===== config.mk =====
export PLATFORM = sky130hd
export DESIGN_NAME = shift_register_ctrl_flat
export DESIGN_NICKNAME = d
export VERILOG_FILES = /design/src/rtl/shift_register_ctrl_if.sv /design/src/rtl/shift_register_ctrl.sv /design/src/flat_wrapper.sv
export SDC_FILE = /design/constraint.sdc
export NUM_CORES = 1
export LEC_CHECK = 0
export BUFFER_PORTS_ARGS = -buffer_cell sky130_fd_sc_hd__buf_2
export CORE_AREA = 2 2 52 54
export CTS_CLUSTER_SIZE = 30
export DETAILED_ROUTE_END_ITERATION = 12
export DIE_AREA = 0 0 54 56
export MAX_ROUTING_LAYER = met4
export PLACE_DENSITY = 0.87
export SKIP_LAST_GASP = 1
export SLEW_MARGIN = 10
export SYNTH_ARGS = -nofsm -noshare
export SYNTH_HDL_FRONTEND = slang
export SYNTH_SLANG_ARGS = --single-unit

===== constraint.sdc =====
create_clock -name Clk -period 2.46 [get_ports Clk]
set_clock_uncertainty 0.15 [all_clocks]
set_input_delay 0.123 -clock Clk [delete_from_list [all_inputs] [get_ports Clk]]
set_output_delay 0.123 -clock Clk [all_outputs]
set_load 0.05 [all_outputs]

===== src/rtl/shift_register_ctrl_if.sv =====
// Host and register-side signal bundle for shift_register_ctrl.
// The host/bench drives master; the controller uses slave.
interface shift_register_ctrl_if #(
    parameter int N = 8
);
    logic         start;
    logic         mode;
    logic [0:N-1] data_in;
    logic         rx_ser;
    logic         ready;
    logic         busy;
    logic         tx_bit;
    logic         tx_valid;
    logic [0:N-1] data_out;
    logic         done;

    // Controlled shift register connections
    logic [0:N-1] reg_par_out;
    logic         reg_ser_out;
    logic         reg_par_load;
    logic         reg_shift_en;
    logic [0:N-1] reg_par_in;
    logic         reg_ser_in;

    modport master (
        output start, mode, data_in, rx_ser, reg_par_out, reg_ser_out,
        input  ready, busy, tx_bit, tx_valid, data_out, done,
               reg_par_load, reg_shift_en, reg_par_in, reg_ser_in
    );

    modport slave (
        input  start, mode, data_in, rx_ser, reg_par_out, reg_ser_out,
        output ready, busy, tx_bit, tx_valid, data_out, done,
               reg_par_load, reg_shift_en, reg_par_in, reg_ser_in
    );
endinterface


===== src/rtl/shift_register_ctrl.sv =====
// Sequencer for an N-bit load/shift register: TX serialises a word, RX deserialises one.
// state   | meaning
// IDLE    | ready, waiting for start
// LOAD    | TX only: parallel-load the latched word
// SHIFT   | N shift cycles, cnt 0..N-1
// CAPTURE | RX only: copy Par_out into data_out, done
// GAP     | GAP forced idle cycles before ready
module shift_register_ctrl #(
    parameter int   N    = 8,
    parameter int   GAP  = 2,
    parameter logic FILL = 1'b0
) (
    input logic                  Clk,
    input logic                  reset,
    shift_register_ctrl_if.slave bus
);

    localparam int CNT_MAX = (N > GAP) ? N : GAP;
    localparam int CW      = $clog2(CNT_MAX + 1);

    localparam logic [CW-1:0] SHIFT_LAST = CW'(N - 1);
    localparam logic [CW-1:0] GAP_LAST   = CW'((GAP > 0) ? (GAP - 1) : 0);

    localparam logic [2:0] S_IDLE    = 3'd0;
    localparam logic [2:0] S_LOAD    = 3'd1;
    localparam logic [2:0] S_SHIFT   = 3'd2;
    localparam logic [2:0] S_CAPTURE = 3'd3;
    localparam logic [2:0] S_GAP     = 3'd4;

    localparam logic [2:0] S_AFTER_FRAME = (GAP == 0) ? S_IDLE : S_GAP;

    logic [2:0]    state;
    logic [2:0]    state_nxt;
    logic [CW-1:0] cnt;
    logic [CW-1:0] cnt_nxt;
    logic          mode_q;
    logic [0:N-1]  word_q;
    logic          done_q;
    logic [0:N-1]  data_out_q;
    logic          shift_last;
    logic          accept;

    assign shift_last = (state == S_SHIFT) && (cnt == SHIFT_LAST);
    assign accept     = (state == S_IDLE) && bus.start;

    always_comb begin
        state_nxt = state;
        cnt_nxt   = cnt;
        case (state)
            S_IDLE: begin
                if (bus.start) begin
                    state_nxt = bus.mode ? S_SHIFT : S_LOAD;
                    cnt_nxt   = '0;
                end
            end
            S_LOAD: begin
                state_nxt = S_SHIFT;
                cnt_nxt   = '0;
            end
            S_SHIFT: begin
                if (cnt == SHIFT_LAST) begin
                    state_nxt = mode_q ? S_CAPTURE : S_AFTER_FRAME;
                    cnt_nxt   = '0;
                end else begin
                    cnt_nxt = cnt + CW'(1);
                end
            end
            S_CAPTURE: begin
                state_nxt = S_AFTER_FRAME;
                cnt_nxt   = '0;
            end
            S_GAP: begin
                if (cnt == GAP_LAST) begin
                    state_nxt = S_IDLE;
                    cnt_nxt   = '0;
                end else begin
                    cnt_nxt = cnt + CW'(1);
                end
            end
            default: begin
                state_nxt = S_IDLE;
                cnt_nxt   = '0;
            end
        endcase
    end

    always_ff @(posedge Clk or negedge reset) begin
        if (!reset) begin
            state      <= S_IDLE;
            cnt        <= '0;
            mode_q     <= 1'b0;
            word_q     <= '0;
            done_q     <= 1'b0;
            data_out_q <= '0;
        end else begin
            state <= state_nxt;
            cnt   <= cnt_nxt;
            if (accept) begin
                mode_q <= bus.mode;
                word_q <= bus.data_in;
            end
            // The cycle after the last shift is CAPTURE for RX and the first
            // post-frame cycle for TX, so one rule covers both done pulses.
            done_q <= shift_last;
            // Register self-clears at this edge; sample its pre-edge contents.
            if (state == S_CAPTURE) begin
                data_out_q <= bus.reg_par_out;
            end
        end
    end

    always_comb begin
        bus.ready        = (state == S_IDLE);
        bus.busy         = (state != S_IDLE);
        bus.reg_par_load = (state == S_LOAD);
        bus.reg_par_in   = (state == S_LOAD) ? word_q : '0;
        bus.reg_shift_en = (state == S_SHIFT);
        bus.reg_ser_in   = 1'b0;
        if (state == S_SHIFT) begin
            bus.reg_ser_in = mode_q ? bus.rx_ser : FILL;
        end
        bus.tx_valid = (state == S_SHIFT) && !mode_q;
        bus.tx_bit   = bus.tx_valid && bus.reg_ser_out;
        bus.done     = done_q;
        bus.data_out = data_out_q;
    end

endmodule


===== src/flat_wrapper.sv =====
// flat-port wrapper written by rule: the top's interface ports become plain ports
module shift_register_ctrl_flat 
#(
    parameter int   N    = 8,
    parameter int   GAP  = 2,
    parameter logic FILL = 1'b0
)
  (Clk, reset, bus_start, bus_mode, bus_data_in, bus_rx_ser, bus_reg_par_out, bus_reg_ser_out, bus_ready, bus_busy, bus_tx_bit, bus_tx_valid, bus_data_out, bus_done, bus_reg_par_load, bus_reg_shift_en, bus_reg_par_in, bus_reg_ser_in);
  shift_register_ctrl_if #(.N(N)) bus_i ();
  input logic Clk;
  input logic reset;
  input wire logic [$bits(bus_i.start)-1:0] bus_start;
  input wire logic [$bits(bus_i.mode)-1:0] bus_mode;
  input wire logic [$bits(bus_i.data_in)-1:0] bus_data_in;
  input wire logic [$bits(bus_i.rx_ser)-1:0] bus_rx_ser;
  input wire logic [$bits(bus_i.reg_par_out)-1:0] bus_reg_par_out;
  input wire logic [$bits(bus_i.reg_ser_out)-1:0] bus_reg_ser_out;
  output wire logic [$bits(bus_i.ready)-1:0] bus_ready;
  output wire logic [$bits(bus_i.busy)-1:0] bus_busy;
  output wire logic [$bits(bus_i.tx_bit)-1:0] bus_tx_bit;
  output wire logic [$bits(bus_i.tx_valid)-1:0] bus_tx_valid;
  output wire logic [$bits(bus_i.data_out)-1:0] bus_data_out;
  output wire logic [$bits(bus_i.done)-1:0] bus_done;
  output wire logic [$bits(bus_i.reg_par_load)-1:0] bus_reg_par_load;
  output wire logic [$bits(bus_i.reg_shift_en)-1:0] bus_reg_shift_en;
  output wire logic [$bits(bus_i.reg_par_in)-1:0] bus_reg_par_in;
  output wire logic [$bits(bus_i.reg_ser_in)-1:0] bus_reg_ser_in;
  assign bus_i.start = bus_start;
  assign bus_i.mode = bus_mode;
  assign bus_i.data_in = bus_data_in;
  assign bus_i.rx_ser = bus_rx_ser;
  assign bus_i.reg_par_out = bus_reg_par_out;
  assign bus_i.reg_ser_out = bus_reg_ser_out;
  assign bus_ready = bus_i.ready;
  assign bus_busy = bus_i.busy;
  assign bus_tx_bit = bus_i.tx_bit;
  assign bus_tx_valid = bus_i.tx_valid;
  assign bus_data_out = bus_i.data_out;
  assign bus_done = bus_i.done;
  assign bus_reg_par_load = bus_i.reg_par_load;
  assign bus_reg_shift_en = bus_i.reg_shift_en;
  assign bus_reg_par_in = bus_i.reg_par_in;
  assign bus_reg_ser_in = bus_i.reg_ser_in;
  shift_register_ctrl #(.N(N), .GAP(GAP), .FILL(FILL)) u_core (.Clk(Clk), .reset(reset), .bus(bus_i));
endmodule

* After elaboration in Yosys (flattened, before gate mapping)
Cells that the tools add are included.
Word-level totals: bits in registers 25, input port bits 22, output and inout bits 24, logic and storage cells 37
Cells by class: add/sub/neg operators 1, equality and inequality tests 9, multiplexer cells 13, reductions and logical operators 8
Operator list (number):
- $pmux 3 s5 | 1
- $mux 3 | 4
- $mux 4 | 3
- $pmux 4 s3 | 1
- $mux 8 | 1
- $eq 3x2->1 const B | 2
- $add 4x1->4 const B | 1
- $eq 4x1->1 const B | 1
- $eq 4x3->1 const B | 1
- $logic_and 1x1->1 | 4
- $ne 2x1->1 const B | 2
- $eq 3x1->1 const B | 1
- $eq 3x3->1 const B | 1
- $logic_not 3->1 | 1
- $reduce_and 3->1 | 1
- $reduce_bool 3->1 | 1
- $mux 1 | 2
- $mux 2 | 1
- $ne 2x2->1 const B | 1
- $logic_not 1->1 | 1

* Longest topological paths before layout
depth after elaboration 3, mapped depth 6, gate-level depth less buffers 6

* Worst setup path before layout
OpenSTA, ideal clock, no wires.
path type register -> output, from reg u_core.state[1], to out bus_reg_par_in[0], arrival time 2.517 ns, data required time 2.187 ns, path slack -0.330 ns, cell stages (with the launch flop) 4, buffers on the path 1, cell sequence dfrtp_1 buf_6 nor3b_1 and2_1
On the way: word-level cells in the longest chain between the ends 2
RTL lines:
- start: declaration | line shift_register_ctrl.sv:32 | logic [2:0] state;
- start signal: assignment | line shift_register_ctrl.sv:96 | state <= state_nxt;
- $eq 3x1->1
- via bus_reg_par_load | line flat_wrapper.sv:24 | output wire logic [$bits(bus_i.reg_par_load)-1:0] bus_reg_par_load;
- $mux 8 | line shift_register_ctrl.sv:116 | bus.reg_par_in = (state == S_LOAD) ? word_q : '0;
- end: declaration | line flat_wrapper.sv:26 | output wire logic [$bits(bus_i.reg_par_in)-1:0] bus_reg_par_in;
The timed path passes the listed nets, and every way through them passes these cells.

* Final worst setup path
from reg u_core.state[1], to out bus_reg_ser_in
On the way: word-level cells in the longest chain between the ends 2
RTL lines:
- $eq 3x2->1 | line shift_register_ctrl.sv:119 | if (state == S_SHIFT) begin
- $mux 1 | line shift_register_ctrl.sv:119
- end: declaration | line flat_wrapper.sv:27 | output wire logic [$bits(bus_i.reg_ser_in)-1:0] bus_reg_ser_in;
Every way passes these cells.

==> out/results.tsv <==
stage	metric	value	unit
outcome	outcome	finished, final reports clean	
route	DRT antenna net count	0	
clock_network	CTS Hold Buffers Added	19	
grt	met2 Use GR	0.315	
grt	GRT busiest layer	met2	
clock_network	post-cts resize count	0	
timing	Worst Hold Slack	0.165	ns
worst_setup_path	worst endpoint required time	2.19	ns
route	first-pass detailed-route iteration total	4	
timing	final setup violation count	0	
finish	Area growth, synth to finish	36.9	%
yosys	Netlist cell types	32	
clock_network	htree depth	1	
power_and_ir_drop	Flop pwr share	0.345	
grt	antenna violations before repair	0	
clock_network	Worst-path clk slew	0.14	ns
run	Max-Cap Viols	0	
timing	setup TNS	0	ns
timing	relative slew slack	0.635	
yosys	FF+latch count, synth	25	
worst_setup_path	crit path capture type	primary output	
route	Vias	968	
route	routed len/inst	12.4	um
grt	met1 GRT Util	0.198	
yosys	syn nets	125	
yosys	Ys Warns	0	
power_and_ir_drop	Internal	1.09	mW
power_and_ir_drop	VDD IR-drop max	768	uV
place	post-DP HPWL	1730	um
floorplanning	initial core utilization	0.501	
worst_setup_path	CP Launch Type	flip-flop	
grt	GR Util met3	0.0269	
yosys	Yosys top cell by area	dfrtp_1	
grt	vias in the first global route	927	
yosys	Post-Synth XOR/XNOR Area	0	
yosys	post-synthesis sequential area ratio	0.513	
yosys	post-synthesis simple-gate area fraction	0.189	
finish	commonest non-fill, non-tap cells in the layout	45 x buf_2, 25 x dfrtp_1, 19 x dlygate4sd3_1	
timing	Final Max Tran Viols	0	
place	DP Cell Count	171	
route	Starting DRT DRC Count	10	
floorplanning	Ports	46	
floorplanning	die area	3020	um^2
finish	Final Core Density	0.686	
yosys	synthesized-area fraction occupied by adder cells	0.0205	
power_and_ir_drop	Power Density	1320	nW/um^2
finish	Fillers	188	
finish	Inserted Diodes	0	
power_and_ir_drop	clock share of power	0.083	
clock_network	CTS tree	done	
yosys	post-synth top area share	0.513	
floorplanning	# rows	18	
power_and_ir_drop	Leak	0.820	nW
floorplanning	core footprint	2430	um^2
power_and_ir_drop	switching share of power	0.503	
route	post-DR vias/cell	4.99	
yosys	Post-Syn Area	1220	um^2
timing	RSZ-0062 raised after global routing	false	
place	Placer Congestion	0.931	
finish	fraction of layout cells with a size suffix above 1	0.451	
power_and_ir_drop	Comb pwr share	0.572	
place	cell area after placement	1450	um^2
yosys	Compound-Gate Fraction of Synth Area	0.0606	
finish	Nets	189	
clock_network	clock latency on the worst-skew pair	0.31	ns
timing	final worst path period share	0.899	
hold_path	Hold WC Path Type	primary input to asynchronous set/reset pin	
worst_setup_path	CP max FO	11	
yosys	Mapped Avg Cell Area	12.1	um^2
timing	FMAX	0.452	GHz
clock_network	CTS Root Cell	clkbuf_4	
clock_network	clock buffer depth	2	
floorplanning	Die Y	56	um
timing	Slew @ Worst Pin	0.548	ns
finish	most common cell after layout, fill and taps aside	buf_2	
yosys	Synth Instances	101	
yosys	main combinational cell family by area after synthesis	simple AND/OR/NAND/NOR gates	
timing	Hold Violations, Final	0	
grt	GR Util All Layers	0.173	
floorplanning	Die W	54	um
clock_network	clock sinks	25	
timing	Final Critical Period	2.21	ns
worst_setup_path	crit path DAT	1.94	ns
grt	global-route wire length before repair	3880	um
place	IO buf count	45	
worst_setup_path	Setup CP Type	flip-flop to primary output	
grt	largest net degree at the start of global routing	26	
grt	GRT overflow	0	
yosys	multiplexer share of the synthesized area	0.166	
power_and_ir_drop	switching pwr	1.10	mW
clock_network	setup bufs post-CTS	0	
finish	fin cells	194	
yosys	synth top area cells	dfrtp_1 51%, mux2_2 16%, and2_1 5.1%, buf_6 2.8%, nor2_1 2.2%	
route	Total Wirelength	2410	um
finish	final instance area	1670	um^2
clock_network	CTS Buf Count	3	
route	DRC viols	0	
[per-layer routing]
metal | vias to the layer above | part of all wire | routed length, um
li1 | 474 | - | -
met1 | 462 | 0.40 | 966
met2 | 32 | 0.55 | 1320
met3 | 0 | 0.052 | 124
met4 | 0 | 0 | 0
met5 | - | 0 | 0
[power groups by stage]
stage,Combinational (mW),Clock [mW],Sequential (mW)
final,1.26,0.183,0.757
after global routing,1.34,0.212,0.788
after CTS,1.26,0.194,0.758
after detailed placement,1.24,0,0.770
after global placement,1.21,0,0.745
after floorplan,0.870,0,0.926
[per-stage QoR]
step	worst slack (ns)	power [mW]
finish	0.249	2.20
global route	0.0897	2.34
CTS	0.237	2.21
detailed placement	0.570	2.01
global placement	0.662	1.96
floorplan	0.249	1.80
[worst paths after layout]
path | from | cells past startpoint | slack, ns | end
hold / removal | reset | 2 | 0.16 | u_core.cnt[3]$_DFFE_PN0P_
min in group Clk | u_core.word_q[7]$_DFFE_PN0P_ | 1 | 0.34 | u_core.word_q[7]$_DFFE_PN0P_
max in group asynchronous | reset | 2 | 1.63 | u_core.state[1]$_DFFE_PN0P_
setup / recovery | u_core.state[1]$_DFFE_PN0P_ | 4 | 0.25 | bus_reg_ser_in
hold reg to reg | u_core.word_q[7]$_DFFE_PN0P_ | 1 | 0.34 | u_core.word_q[7]$_DFFE_PN0P_
setup reg to reg | u_core.state[1]$_DFFE_PN0P_ | 3 | 0.58 | u_core.word_q[2]$_DFFE_PN0P_
[state kept, by name (all words and copies together), names as in the netlist]
signal,count
u_core.cnt,4
u_core.word_q,8
u_core.state,3
u_core.bus.done,1
u_core.mode_q,1
u_core.bus.data_out,8
[area by class of cell]
class                   count  area, um^2  area share
flip-flops and latches     25         626       0.375
well taps                  30        37.5      0.0225
inverters                   4        15.0     0.00900
clock buffers               3        22.5      0.0135
multi-input cells          67         544       0.326
repair buffers             64         415       0.249
clock inverters             1        7.51     0.00450
[cell families (layout without fill, tap and decap cells)]
family	count (synthesis)	in the layout
multiplexers	18	18
flip-flops	25	25
AO/OA/AOI/OAI	10	10
AND/OR/NAND/NOR	37	37
adder cells (fa/ha/maj)	2	2
buffers and inverters	9	72
[cells in the mapped netlist]
cell type / instances
dfrtp_1: 25
mux2_2: 17
and2_1: 10
nor2_1: 7
inv_1: 4
nand2_1: 4
buf_6: 3
nor3b_1: 3
a21oi_1: 2
ha_1: 2
nor2b_1: 2
o22ai_1: 2
a21oi_2: 1
a22oi_1: 1
and2b_1: 1
and3_1: 1
and3b_1: 1
buf_2: 1
buf_4: 1
mux2_1: 1
nand2b_1: 1
nand3_1: 1
nand3b_1: 1
nor3_1: 1
nor4_1: 1
nor4_4: 1
o21ai_0: 1
o21ai_2: 1
o22ai_2: 1
o32ai_1: 1
or3b_1: 1
or3b_2: 1
[worst max-delay path, cell delays in order, from the launching register on]
cell and delay [ns]:
dfrtp_1 0.62, or3b_1 0.50, inv_1 0.12, and3_1 0.15, buf_2 0.25
Note: power is estimated with default switching activity, not from simulation.
